--- src/rtl/exposure_timer.sv ---
// Exposure-time counter: counts prescaled ticks up to a latched length
// and pulses o_ovf for one cycle at the end. Supports abort, retrigger, auto-reload.
module exposure_timer #(
    parameter int WIDTH      = 5,
    parameter int PRESCALE_W = 4
) (
    input  logic                  i_clk,
    input  logic                  i_reset,
    input  logic                  i_start,
    input  logic                  i_abort,
    input  logic                  i_auto_reload,
    input  logic [WIDTH-1:0]      i_ex_time,
    input  logic [PRESCALE_W-1:0] i_prescale,
    output logic                  o_ovf,
    output logic                  o_busy,
    output logic [WIDTH-1:0]      o_count
);

    typedef enum logic {
        S_IDLE = 1'b0,
        S_RUN  = 1'b1
    } state_t;

    state_t                r_state;
    logic [WIDTH-1:0]      r_n;
    logic [PRESCALE_W-1:0] r_p;
    logic [WIDTH-1:0]      r_cnt;
    logic [PRESCALE_W-1:0] r_ps;
    logic                  r_ovf;
    logic                  r_start_d;

    state_t                w_state_nxt;
    logic [WIDTH-1:0]      w_n_nxt;
    logic [PRESCALE_W-1:0] w_p_nxt;
    logic [WIDTH-1:0]      w_cnt_nxt;
    logic [PRESCALE_W-1:0] w_ps_nxt;
    logic                  w_ovf_nxt;
    logic                  w_start_edge;
    logic                  w_tick;

    assign w_start_edge = i_start & ~r_start_d;
    assign w_tick       = (r_ps == r_p);

    // State and datapath registers; edge detector resets high so a held Start is ignored
    always_ff @(posedge i_clk) begin
        if (i_reset) begin
            r_state   <= S_IDLE;
            r_n       <= '0;
            r_p       <= '0;
            r_cnt     <= '0;
            r_ps      <= '0;
            r_ovf     <= 1'b0;
            r_start_d <= 1'b1;
        end else begin
            r_state   <= w_state_nxt;
            r_n       <= w_n_nxt;
            r_p       <= w_p_nxt;
            r_cnt     <= w_cnt_nxt;
            r_ps      <= w_ps_nxt;
            r_ovf     <= w_ovf_nxt;
            r_start_d <= i_start;
        end
    end

    // Next-state logic: abort beats start edge, start edge beats tick
    always_comb begin
        w_state_nxt = r_state;
        w_n_nxt     = r_n;
        w_p_nxt     = r_p;
        w_cnt_nxt   = r_cnt;
        w_ps_nxt    = r_ps;
        w_ovf_nxt   = 1'b0;
        unique case (r_state)
            S_IDLE: begin
                if (w_start_edge) begin
                    w_state_nxt = S_RUN;
                    w_n_nxt     = i_ex_time;
                    w_p_nxt     = i_prescale;
                    w_cnt_nxt   = '0;
                    w_ps_nxt    = '0;
                end
            end
            S_RUN: begin
                if (i_abort) begin
                    w_state_nxt = S_IDLE;
                    w_cnt_nxt   = '0;
                    w_ps_nxt    = '0;
                end else if (w_start_edge) begin
                    w_n_nxt   = i_ex_time;
                    w_p_nxt   = i_prescale;
                    w_cnt_nxt = '0;
                    w_ps_nxt  = '0;
                end else if (w_tick) begin
                    w_ps_nxt = '0;
                    if (r_cnt == r_n) begin
                        w_ovf_nxt = 1'b1;
                        w_cnt_nxt = '0;
                        if (i_auto_reload) begin
                            w_n_nxt = i_ex_time;
                            w_p_nxt = i_prescale;
                        end else begin
                            w_state_nxt = S_IDLE;
                        end
                    end else begin
                        w_cnt_nxt = r_cnt + 1'b1;
                    end
                end else begin
                    w_ps_nxt = r_ps + 1'b1;
                end
            end
        endcase
    end

    // Outputs taken straight from registers
    always_comb begin
        o_busy  = (r_state == S_RUN);
        o_count = r_cnt;
        o_ovf   = r_ovf;
    end

endmodule

--- config.mk ---
export PLATFORM = sky130hd
export DESIGN_NAME = exposure_timer
export DESIGN_NICKNAME = d
export VERILOG_FILES = /design/src/rtl/exposure_timer.sv
export SDC_FILE = /design/constraint.sdc
export NUM_CORES = 1
export LEC_CHECK = 0
export CORE_MARGIN = 5
export CORE_UTILIZATION = 44
export CTS_CLUSTER_DIAMETER = 120
export CTS_CLUSTER_SIZE = 20
export DETAILED_ROUTE_END_ITERATION = 8
export GPL_ROUTABILITY_DRIVEN = 0
export HOLD_SLACK_MARGIN = 0.03
export PLACE_DENSITY = 0.79
export SYNTH_ARGS = -nofsm -noshare
export SYNTH_HDL_FRONTEND = slang
export SYNTH_SLANG_ARGS = --single-unit
export TNS_END_PERCENT = 5
--- constraint.sdc ---
create_clock -name i_clk -period 1.4 [get_ports i_clk]
set_input_delay 0.14 -clock i_clk [delete_from_list [all_inputs] [get_ports i_clk]]
set_output_delay 0.14 -clock i_clk [all_outputs]
set_load 0.01 [all_outputs]
---- Word-level counts from Yosys, hierarchy flattened ----
Index checks and enable logic that the tools add are counted.
word-level totals
  bits of input ports ..................... 14
  word-level logic and storage cells ...... 57
  output and inout port bits .............. 7
  register bits after elaboration ......... 21
cells by class
  reductions and logical operators ........ 3
  add/subtract/negate cells ............... 2
  multiplexer cells ....................... 33
  bitwise logic cells ..................... 4
  eq/ne operators ......................... 8
operators by type and width
  cell                   count
  $mux W5                11
  $mux W4                10
  $pmux W5 S2            2
  $pmux W4 S2            2
  $mux W1                7
  $ne A3 B1 Y1 const B   2
  $add A5 B1 Y5 const B  1
  $eq A5 B5 Y1           1
  $reduce_and A5 Y1      1
  $reduce_or A5 Y1       1
  $add A4 B1 Y4 const B  1
  $eq A4 B4 Y1           1
  $ne A2 B2 Y1 const B   2
  $ne A4 B2 Y1 const B   1
  $ne A3 B2 Y1 const B   1
  $not A1 Y1             3
  $pmux W1 S2            1
  $reduce_and A2 Y1      1
  $and A1 B1 Y1          1

---- Depth between registers and ports, before layout ----
Gate-level depths: netlist of run 1.
  depth after elaboration ................. 6
  depth in mapped cells ................... 6

---- Worst setup path after synthesis of run 1 ----
Ideal clock, no wire load.
  path kind ............................... register to register
  start point ............................. register r_cnt[3], in the netlist o_count[3]
  end point ............................... register r_n[0]
  data arrival time ....................... 1.373 ns
  path slack .............................. -0.101 ns
  data required time ...................... 1.272 ns
  setup time .............................. 0.128 ns
  cell stages (with the launch flop) ...... 7
  clock period less this slack ............ 1.501 ns
  cells stage by stage .................... dfxtp_1 xor2_1 nor3_4 a41o_1 buf_6 mux2i_1 nor2_1
on the way
  longest elaborated chain between the ends .. 3
RTL lines
  element                             line  source
  start, declared                     27    logic [WIDTH-1:0] r_cnt;
  start signal, assigned              58    r_cnt <= w_cnt_nxt;
  $eq A5 B5 Y1                        95    if (r_cnt == r_n) begin
  $ne A3 B1 Y1 (no source line)       -
  $reduce_and A5 Y1 (no source line)  -
  end signal, assigned                56    r_n <= w_n_nxt;
  end, declared                       25    logic [WIDTH-1:0] r_n;
No other way between the ends.
A chain may end at the register's enable or synchronous reset.

---- Worst setup path after layout of run 1 ----
  start point ............................. register r_ps[3]
  end point ............................... register r_cnt[0], in the netlist o_count[0]
on the way
  longest elaborated chain between the ends .. 3
RTL lines
  element                             line  source
  start, declared                     28    logic [PRESCALE_W-1:0] r_ps;
  start signal, assigned              59    r_ps <= w_ps_nxt;
  $eq A4 B4 Y1                        42    assign w_tick = (r_ps == r_p);
  $ne A4 B2 Y1 (no source line)       -
  $reduce_and A2 Y1 (no source line)  -
No other way between the ends.

==> reports/summary.txt, run 1 <==
Status -> complete, but fails checks
Failing checks -> setup timing
Clk buf depth -> 2
Worst path cell trace -> xnor2_2 > and4_4 > buf_4 > o31ai_4 > mux2i_1 > nor2_1
Logic gate share of total power -> 20.4%
Post-synth cell types -> 34
Fmax achieved -> 650 MHz
First-pass GRT wire length -> 4040 um
Slew HR -> 77.1%
Final Instance Count excl. Fillers -> 183
DP Worst Slack -> -0.235 ns
Setup WS post-layout -> -0.138 ns
Final hold violations -> 0
CP max stage cell -> dfxtp_2
Drt via density -> 5.28
EDFF count, synth -> 0
WL/cell -> 13.7 um
Crit. End Element -> flip-flop
Slew Viols, Final -> 0
I/O pin count -> 21
Pwr dens -> 739 nW/um^2
CTS tree -> yes
Synth warn -> 0
Final TNS setup -> -1.13 ns
Worst path top cell family by delay -> flip-flops
GR Util All Layers -> 15.6%
Final ANT Viol Nets -> 0
Reg clk slew, reported paths -> 0.12 ns
Worst hold margin -> 0.425 ns
Post-Syn Area -> 1020 um^2
Synth-to-Final Area Change -> 54.3%
CTS Sinks -> 21
Vias in the first global route -> 959
Max cap viols -> 0
CP peak stage delay -> 0.35 ns
Mean Syn Cell Area -> 9.29 um^2
First-pass DRT Iterations -> 4
Die Y-Extent -> 58.2 um
Initial antenna violation count -> 0
Share of cells above drive strength 1 -> 40.6%
Net Sw Frac -> 26.6%
Post-route cell area -> 1580 um^2
Met1 Use GR -> 17.9%
Global route overflow -> 0
Slew @ Worst Pin -> 0.344 ns
Setup Skew -> 0.00163 ns
Post-synthesis xor/xnor area fraction -> 8.57%
Synth Area in Simple Gates -> 24.2%
Worst setup path category -> flip-flop to flip-flop
Crit-path max FO -> 7
Largest net degree at the start of global routing -> 23
Syn Nets -> 126
Clk pwr share -> 25.9%
Pwr Total -> 1.17 mW
Layer with the highest usage -> met2
Die width -> 58.2 um
Multiplexer area fraction after synthesis -> 9.79%
Root Buffer Master -> clkbuf_4
Adder-Cell Fraction of Synth Area -> 2.45%
Main synth FF type -> dfxtp_1
Setup violations, final -> 18
Critical Path Source Type -> flip-flop
Minimum clock period -> 1.54 ns
Critical Path Stages -> 6
Core ar. -> 2210 um^2
Crit path DAT -> 1.78 ns
Leak -> 0.649 nW
Number of antenna cells inserted -> 0
Placed Cells -> 177
Nets@finish -> 172
Die area -> 3390 um^2
Post-Syn Instances -> 110
Routing usage on met3 -> 3.34%
Routed vias -> 966
Int Power -> 857 uW
Number of CTS-inserted buffers -> 3
Ys async rst share -> 0%
Net switching power -> 310 uW
Sequential share of power -> 53.7%
Largest family of logic cells by synthesized area -> simple AND/OR/NAND/NOR gates
Synthesis-stage register bit count -> 21
WP data required -> 1.64 ns
Min-delay worst type -> input pin to flip-flop
Final core occ -> 71.3%
Site Rows -> 17
Wirelength, routed -> 2510 um
Period utilization -> 110%
Initial Util -> 46.2%
I/O Buffers -> 20
DRT iter0 DRCs -> 8
Skew-Pair Late Insertion Delay -> 0.31 ns
Post-synthesis compound-gate area fraction -> 11.6%
Post-DP HPWL -> 1820 um
DR DRC count -> 0
Worst Reg-to-Reg Cells -> 6
GR Util met2 -> 26.5%
Hold depth -> 3
Crit path buf inv count -> 1
Placed cell area -> 1440 um^2
Seq/Total Area, Yosys -> 41.1%
IR drop worst, VDD -> 0.000641 V
H-tree levels -> 1
RSZ-0062 raised after global routing -> true
[cell families after synthesis]
logic type                 Yosys count
xor gates and xnor gates            10
DFF                                 21
muxes                               10
AOI/OAI and AO/OA                   15
and+or+nand+nor                     48
adders and majority gates            2
buffers and inverters                4
[metal layers]
layer	part of all wire (%)	routed length (um)
met4	2.2	54
met1	43	1080
met3	6.8	170
met5	0	0
met2	48	1200
[power groups by stage]
| stage | clock network, mW | registers [mW] | logic [mW] |
|---|---|---|---|
| finish | 0.302 | 0.627 | 0.238 |
| global route | 0.331 | 0.630 | 0.252 |
| CTS | 0.312 | 0.625 | 0.226 |
| detailed placement | 0 | 0.638 | 0.213 |
| global placement | 0 | 0.637 | 0.207 |
| floorplan | 0 | 0.637 | 0.103 |
[cells in the final DEF (no fill, tap or decap), types with 4 or more instances in the layout]
cell             count
dlygate4sd2_1        5
nor2_1              16
dfxtp_2             15
nand2_1              9
dfxtp_1              5
xnor2_2              4
mux2i_1              9
nand3_1              6
buf_4               22
clkdlybuf4s50_1     15
[registers in the layout, summed over array words and instances, names as in the netlist]
signal,cells
o_count,5
r_n,5
r_p,4
r_ps,4
o_busy,1
o_ovf,1
r_start_d,1
[worst register-to-register path, delay by kind of cell, from the launching register on]
family	cells	cell delay (ns)
DFF	1	0.35
xor gates and xnor gates	1	0.14
buffers and inverters	1	0.15
muxes	1	0.17
and+or+nand+nor	2	0.35
AOI/OAI and AO/OA	1	0.31
[synthesized netlist by cell type (2+ instances only)]
| master | instances | area [um^2] |
|---|---|---|
| dfxtp_1 | 21 | 420 |
| nor2_1 | 17 | 63.8 |
| mux2i_1 | 10 | 100 |
| nand2_1 | 9 | 33.8 |
| nand3_1 | 6 | 30.0 |
| xor2_1 | 6 | 52.6 |
| a21oi_1 | 5 | 25.0 |
| xnor2_1 | 4 | 35.0 |
| nand2b_1 | 3 | 18.8 |
| a31oi_1 | 2 | 12.5 |
| clkbuf_1 | 2 | 7.51 |
| ha_1 | 2 | 25.0 |
| nand3b_1 | 2 | 15.0 |
[layout make-up]
cell class	instances	area, um^2
inverter	1	3.75
fill	176	634
multi-input combinational	85	671
timing repair buffer	44	399
sequential	21	443
clock buffer	4	26.3
tap	28	35.0
[final timing paths]
| check | startpoint | to | slack (ns) |
|---|---|---|---|
| max | r_ps[3]$_SDFFE_PP0P_ | o_count[0]$_SDFFE_PP0P_ | -0.14 |
| min | i_prescale[2] | r_p[2]$_SDFFE_PP0P_ | 0.43 |
| max reg2reg | r_ps[3]$_SDFFE_PP0P_ | o_count[0]$_SDFFE_PP0P_ | -0.14 |
| min reg2reg | r_p[2]$_SDFFE_PP0P_ | r_p[2]$_SDFFE_PP0P_ | 0.53 |
[timing repair]
action	in CTS	in global routing
buffers inserted	1	1
hold buffers	0	0
pin swaps	6	4
endpoints found under the setup margin	24	21
resized for setup	21	9
No activity file was read; power rests on OpenSTA's default activity.
==> inputs of run 2 (changes only) <==
--- a/config.mk
+++ b/config.mk
@@ -10,7 +10,6 @@
 export CTS_CLUSTER_DIAMETER = 120
 export CTS_CLUSTER_SIZE = 20
 export DETAILED_ROUTE_END_ITERATION = 8
-export GPL_ROUTABILITY_DRIVEN = 0
 export HOLD_SLACK_MARGIN = 0.03
 export PLACE_DENSITY = 0.79
 export SYNTH_ARGS = -nofsm -noshare
==> results of run 2 <==
Same layout as run 1: the final DEF is identical, and so are final timing and power.
